### src/rtl/fb_writer.sv
// fb_writer: crops the VDP pixel stream to the visible window and writes {addr,rgb} words to framebuffer RAM
module fb_writer #(
  parameter int WIN_X0  = 48,
  parameter int WIN_Y0  = 24,
  parameter int WIN_W   = 160,
  parameter int WIN_H   = 144,
  parameter int FIFO_AW = 3
) (
  input  logic        clk,
  input  logic        rst,
  input  logic [8:0]  pixel_x,
  input  logic [8:0]  pixel_y,
  input  logic [3:0]  color_r,
  input  logic [3:0]  color_g,
  input  logic [3:0]  color_b,
  input  logic        ovf_clr,
  output logic        fb_req,
  output logic [14:0] fb_addr,
  output logic [11:0] fb_data,
  input  logic        fb_ack,
  output logic        frame_start,
  output logic [7:0]  frame_cnt,
  output logic        ovf
);
  localparam int DEPTH = 1 << FIFO_AW;
  localparam logic [0:0] S_IDLE = 1'b0;
  localparam logic [0:0] S_REQ  = 1'b1;
  logic [17:0]        r_prev_xy;
  logic               r_v;
  logic [14:0]        r_a;
  logic [11:0]        r_d;
  logic [26:0]        r_mem [DEPTH];
  logic [FIFO_AW-1:0] r_wr, r_rd;
  logic [FIFO_AW:0]   r_count;
  logic               r_ovf, r_frame_start, r_req;
  logic [7:0]         r_frame_cnt;
  logic [14:0]        r_fb_addr;
  logic [11:0]        r_fb_data;
  logic [0:0]         r_state;
  logic               w_new, w_vis, w_full, w_push, w_pop;
  logic [14:0]        w_addr;
  assign w_new  = {pixel_y, pixel_x} != r_prev_xy;
  assign w_vis  = ({1'b0, pixel_x} >= 10'(WIN_X0)) && ({1'b0, pixel_x} < 10'(WIN_X0 + WIN_W)) &&
                  ({1'b0, pixel_y} >= 10'(WIN_Y0)) && ({1'b0, pixel_y} < 10'(WIN_Y0 + WIN_H));
  assign w_addr = (15'(pixel_y) - 15'(WIN_Y0)) * 15'(WIN_W) + 15'(pixel_x) - 15'(WIN_X0);
  assign w_full = r_count == (FIFO_AW+1)'(DEPTH);
  assign w_push = r_v && !w_full;
  assign w_pop  = (r_count != '0) && (r_state == S_IDLE || fb_ack);
  // Detect stage: flag a new visible pixel and precompute its linear address
  always_ff @(posedge clk) begin
    if (rst) begin
      r_prev_xy <= 18'h3FFFF;
      r_v       <= 1'b0;
      r_a       <= '0;
      r_d       <= '0;
    end else begin
      r_prev_xy <= {pixel_y, pixel_x};
      r_v       <= w_new && w_vis;
      r_a       <= w_addr;
      r_d       <= {color_r, color_g, color_b};
    end
  end
  // FIFO storage, contents need no reset since count gates every read
  always_ff @(posedge clk) begin
    if (w_push) r_mem[r_wr] <= {r_a, r_d};
  end
  // FIFO pointers, overflow flag and frame accounting
  always_ff @(posedge clk) begin
    if (rst) begin
      r_wr          <= '0;
      r_rd          <= '0;
      r_count       <= '0;
      r_ovf         <= 1'b0;
      r_frame_start <= 1'b0;
      r_frame_cnt   <= '0;
    end else begin
      if (w_push) r_wr <= r_wr + FIFO_AW'(1);
      if (w_pop) r_rd <= r_rd + FIFO_AW'(1);
      r_count       <= r_count + (FIFO_AW+1)'(w_push) - (FIFO_AW+1)'(w_pop);
      r_ovf         <= (r_v && w_full) || (r_ovf && !ovf_clr);
      r_frame_start <= w_push && r_a == '0;
      if (w_push && r_a == '0) r_frame_cnt <= r_frame_cnt + 8'd1;
    end
  end
  // Output FSM: pop into the RAM write port, back-to-back while acked words keep coming
  always_ff @(posedge clk) begin
    if (rst) begin
      r_state   <= S_IDLE;
      r_req     <= 1'b0;
      r_fb_addr <= '0;
      r_fb_data <= '0;
    end else if (w_pop) begin
      {r_fb_addr, r_fb_data} <= r_mem[r_rd];
      r_req                  <= 1'b1;
      r_state                <= S_REQ;
    end else if (r_state == S_REQ && fb_ack) begin
      r_req   <= 1'b0;
      r_state <= S_IDLE;
    end
  end
  assign fb_req      = r_req;
  assign fb_addr     = r_fb_addr;
  assign fb_data     = r_fb_data;
  assign frame_start = r_frame_start;
  assign frame_cnt   = r_frame_cnt;
  assign ovf         = r_ovf;
endmodule
### config.mk
export PLATFORM = sky130hd
export DESIGN_NAME = fb_writer
export DESIGN_NICKNAME = d
export VERILOG_FILES = /design/src/rtl/fb_writer.sv
export SDC_FILE = /design/constraint.sdc
export NUM_CORES = 1
export LEC_CHECK = 0
export CAP_MARGIN = 20
export CORE_MARGIN = 10
export CORE_UTILIZATION = 25
export DETAILED_ROUTE_END_ITERATION = 7
export MAX_ROUTING_LAYER = met4
export SYNTH_ARGS = -nofsm -noshare
export SYNTH_HDL_FRONTEND = slang
export SYNTH_SLANG_ARGS = --single-unit
### constraint.sdc
create_clock -name clk -period 8.9 [get_ports clk]
set_input_delay 1.335 -clock clk [delete_from_list [all_inputs] [get_ports clk]]
set_output_delay 1.335 -clock clk [all_outputs]
set_load 0.1 [all_outputs]
# Word-level counts from Yosys, hierarchy flattened
# Memories as Yosys holds them, arrays and structs flattened. A register that Yosys moved wholly into a read port is not among the register bits.
# Cells that the tools add are included.
# Widths: inputs -> output; s select.
# op_classes
n_addsub	8
n_mul	1
n_mux	4
n_eq_ne	2
n_bitwise	1
order_cmp	4
reduce_logical	17
# ops
op	count
$lt 9x8->1 const B	2
$ne 18x18->1	1
$add 15x9->15	1
$logic_not 15->1	1
$mul 15x3->10 const B	1
$sub 15x6->15 const B	1
$logic_and 1x1->1	10
$sub 9x5->10 const B	1
$ge 9x5->1 const B	1
$ge 9x6->1 const B	1
$add 8x1->8 const B	1
$add 3x1->3 const B	2
$add 4x1->4	1
$eq 4x4->1 const B	1
$mux 1	4
$reduce_bool 4->1	1
$sub 4x1->4	1
$logic_not 1->1	2
$logic_or 1x1->1	2
$reduce_bool 2->1	1
$not 1->1	1
# word_totals
inputBits	34
ram_bits	216
word_cells	49
n_memories	1
out_inout_bits	38
regBits	67
# mem_list
name	depth	width	rd	rd_clocked_by_memory_dff	wr	line	rtl
r_mem	8	27	1	1	1	32	logic [26:0] r_mem [DEPTH];

# Logic depth before layout (Yosys ltp)
# depth
word_depth	5
ltp_mapped	15
depth_no_buf	15

# Worst setup path before layout
# No wires, ideal clock.
# synth_timing
path_kind	input port to flip-flop
startpoint	input port pixel_y[3]
endpoint	register r_a[14]
path_slack_ns	4.669
required_time_ns	8.773
setup_time_ns	0.127
n_path_buf	0
path_stages	15
arrival_ns	4.104
cell_sequence	ha_1 > xnor2_1 > ha_1 > ha_1 > and3_1 > nor2_1 > xnor2_1 > inv_1 > ha_1 > nand2_1 > o21a_1 > a31oi_1 > a31oi_1 > a21oi_1 > nor3_2
# synth_via
elab_chain_cells	4
# synth_lines
item	line	rtl
start: declaration	12	input logic [8:0] pixel_y,
$sub 9x5->10	45	assign w_addr = (15'(pixel_y) - 15'(WIN_Y0)) * 15'(WIN_W) + 15'(pixel_x) - 15'(WIN_X0);
$mul 15x3->10	45	
$add 15x9->15	45	
$sub 15x6->15	45	
end signal: assignment	59	r_a <= w_addr;
end: declaration	30	logic [14:0] r_a;
# Every way passes these cells.
# A chain may end at the register's enable or synchronous reset.

# Worst setup path after layout
# Ends and elaborated chain as after synthesis.

==> impl_metrics.csv <==
group,metric,value,unit
synth,synth_seq_cells,310,
layout,drive_above_1_share,17.10,%
synth,yosys.area.top_type_share,52.65,%
synth,syn_nets,838,
place,hpwl,14810,um
cts,post_cts_buffers,0,
place,pre_cts_ws,3.717,ns
critical_path,rr_worst_depth,11,
route,final_antenna_net_count,0,
layout,syn2layout_area_growth,21.42,%
cts,cts_tree,"built",
pwr,max-vdd-ir-drop,0.0001858,V
global_route,grt_first_pass_wirelength,39150,um
floorplanning,die_area,0.05856,mm2
cts,h-tree-depth,2,
critical_path,arrival,5.01,ns
route,wire_per_inst,16.11,um
min_path,hold_depth,2,
global_route,antenna_found_initial,0,
critical_path,end_kind,"flop",
timing,fin_crit_sh,52.16,%
cts,cts_hold_buf,0,
critical_path,cpPeakStageDelay,0.49,ns
min_path,hold_path_class,"flop to flop",
synth,yosysMostFrequentCell,"edfxtp_1",
synth,yosys_warnings,0,
route,drt-initial-drc-count,394,
cts,cts_root_buffer,"clkbuf_16",
cts,cts_buffers,34,
timing,hold_viol_final,0,
synth,yosysTopAreaCell,"edfxtp_1",
timing,fmax,215.4,MHz
min_path,min_to,"fb_data[1]$_SDFFE_PP0P_",
outcome,status,"completed",
critical_path,crit_slowest_cell,"clkdlybuf4s50_1",
global_route,grt_use_total,8.701,%
pwr,cellPowerDensity,306.2,mW/mm2
critical_path,rr_endpoint,"r_count[2]$_SDFF_PP0_",
timing,totalNegativeSetupSlack,0,ns
synth,syn-cell-area,0.01232,mm2
global_route,overflow,0,
critical_path,cp.required,9.27,ns
timing,setup_viol,0,
critical_path,cp_common_cell,"ha_1",
cts,numClockSinks,310,
timing,fin_ws,4.258,ns
timing,rsz0062_at_grt,"no",
critical_path,reg2reg_slack,6.31,ns
synth,synth_edf_count,216,
critical_path,start_kind,"input pin",
global_route,grt_max_degree,74,
synth,synth.distinct_cells,44,
place,place.gp.congestion,0.7561,
synth,synth_commonest_cells,"edfxtp_1 (216), dfxtp_1 (94), nor2_1 (63)",
route,via_per_inst,4.146,
cts,cts_buffer_depth,3,
synth,async_flop_share,0,%
min_path,hp-start,"fb_data[1]$_SDFFE_PP0P_",
cts,cts_resized,0,
flow_run,maxCapViolCount,0,
layout,antennaDiodeCount,0,
layout,fin_nets,925,
route,drc,0,
route,firstDrtPassIters,4,
timing,relSlewSlack,31.71,%
timing,final.min_clock_period,4.642,ns
synth,synthFlopType,"edfxtp_1",
synth,synthTopCellsByArea,"edfxtp_1 (53%), dfxtp_1 (15%), mux4_2 (9.9%), ha_1 (3.7%), mux2i_1 (2.4%)",
floorplanning,die_y,242.0,um
synth,seq_area_frac_synth,67.92,%
cts,insertion_delay,0.54,ns
floorplanning,ios,72,
timing,fin_skew,0.02154,ns
route,drt-total-wl,24830,um
cts,clk_pin_slew,0.06,ns
floorplanning,start_util,25.22,%
route,via_count,6389,
global_route,grt_pass1_vias,6805,
timing,hold_ws,0.4945,ns
critical_path,crit_chain,"clkdlybuf4s50_1, ha_1, xnor2_1, ha_1, ha_1, and3_1, nor2_1, xnor2_1, inv_1, ha_1, nand2_1, o21a_1, a31oi_1, a31oi_1, a21oi_1, nor3_2",
place,port_buffers,71,
synth,syn_area_per_cell,16.11,um2
floorplanning,placement_rows,81,
synth,synthCells,765,
critical_path,reg2reg_from,"r_count[2]$_SDFF_PP0_",
pwr,leakagePower,5.010,nW
floorplanning,die_w,242.0,um
critical_path,crit_fanout,5,
timing,drv_slew,0,
timing,worst_pin_slew,1.021,ns
floorplanning,core-area,0.04885,mm2
critical_path,critPathKind,"input pin to flop",
how the worst max path moves through the flow:
stage          startpoint                  to  slack (ns)  cells past startpoint
6_report       pixel_y[3]  r_a[14]$_SDFF_PP0_        4.26                     16
5_1_grt        pixel_y[3]  r_a[14]$_SDFF_PP0_        3.84                     16
4_1_cts        pixel_y[3]  r_a[14]$_SDFF_PP0_        4.28                     16
3_5_place_dp   pixel_y[3]  r_a[14]$_SDFF_PP0_        3.72                     16
3_3_place_gp   pixel_y[3]  r_a[14]$_SDFF_PP0_        3.86                     16
2_1_floorplan  pixel_y[3]  r_a[14]$_SDFF_PP0_        4.67                     15
logic make-up (layout without fill, tap and decap cells):
| family | count (synthesis) | after routing | synth area share, % |
|---|---|---|---|
| flip-flops | 310 | 310 | 67.92 |
| XOR/XNOR | 45 | 45 | 3.311 |
| AND/OR/NAND/NOR | 155 | 155 | 6.317 |
| AO/OA/AOI/OAI | 68 | 68 | 3.981 |
| adder cells (fa/ha/maj) | 39 | 39 | 4.143 |
| buffers and inverters | 64 | 176 | 2.021 |
| multiplexers | 84 | 84 | 12.31 |
sequential cells by signal, summed over array words and instances, names as in the netlist:
| name | count |
|---|---|
| r_wr | 3 |
| r_count | 4 |
| r_a | 15 |
| r_state | 1 |
| r_v | 1 |
| frame_start | 1 |
| r_d | 12 |
| fb_addr | 15 |
| r_rd | 3 |
| fb_data | 12 |
| frame_cnt | 8 |
| r_prev_xy | 18 |
| ovf | 1 |
| r_mem | 216 |
worst max-delay path, delay by kind of cell:
kind	cells	cell delay, ns
adder cells (fa/ha/maj)	4	1.25
AO/OA/AOI/OAI	4	0.82
buffers and inverters	2	0.63
XOR/XNOR	2	0.55
AND/OR/NAND/NOR	4	0.43
layout make-up:
| cell class | instances | area (um2) |
|---|---|---|
| clock inverter | 18 | 158.9 |
| clock buffer | 43 | 925.9 |
| multi-input combinational | 391 | 3749 |
| sequential | 310 | 8377 |
| inverter | 32 | 120.1 |
| fill | 4858 | 33890 |
| tap | 664 | 830.8 |
| timing repair buffer | 83 | 798.3 |
per-stage QoR:
stage	power, mW	util (%)	area, um2	cells
global route	4.821	30.62	14960	1541
CTS	4.655	30.62	14960	1541
global placement	3.249	28.40	13870	1480
detailed placement	3.270	28.40	13870	1480
floorplan	2.914	-	12320	765
finish	4.580	30.62	14960	1541
cells in the final DEF, fill, tap and decap left out, types with 5 or more instances in the layout:
cell / instances
a211oi_1: 29
a21o_1: 5
a21oi_1: 9
buf_4: 13
clkbuf_1: 6
clkbuf_16: 35
clkdlybuf4s50_1: 70
clkinv_1: 7
dfxtp_1: 91
edfxtp_1: 216
ha_1: 36
inv_1: 30
mux2i_1: 30
mux4_2: 54
nand2_1: 13
nand4_1: 6
nor2_1: 60
nor2b_1: 23
nor3_2: 6
nor4_1: 9
o21ai_0: 5
or2_2: 18
xnor2_1: 15
xor2_1: 29
power by group:
part           switching, mW  internal, mW
sequential             0.174          1.68
combinational          0.845         0.510
clock                  0.569         0.801
layer usage:
metal | GRT usage [%] | vias to the layer above | routed length (um) | part of all wire, %
li1 | - | 3087 | - | -
met1 | 10.87 | 3117 | 11160 | 45
met2 | 13.71 | 150 | 11660 | 47
met3 | 2.083 | 35 | 1529 | 6.2
met4 | 2.774 | 0 | 481 | 1.9
met5 | - | - | 0 | 0
(Power assumes the default switching activity.)
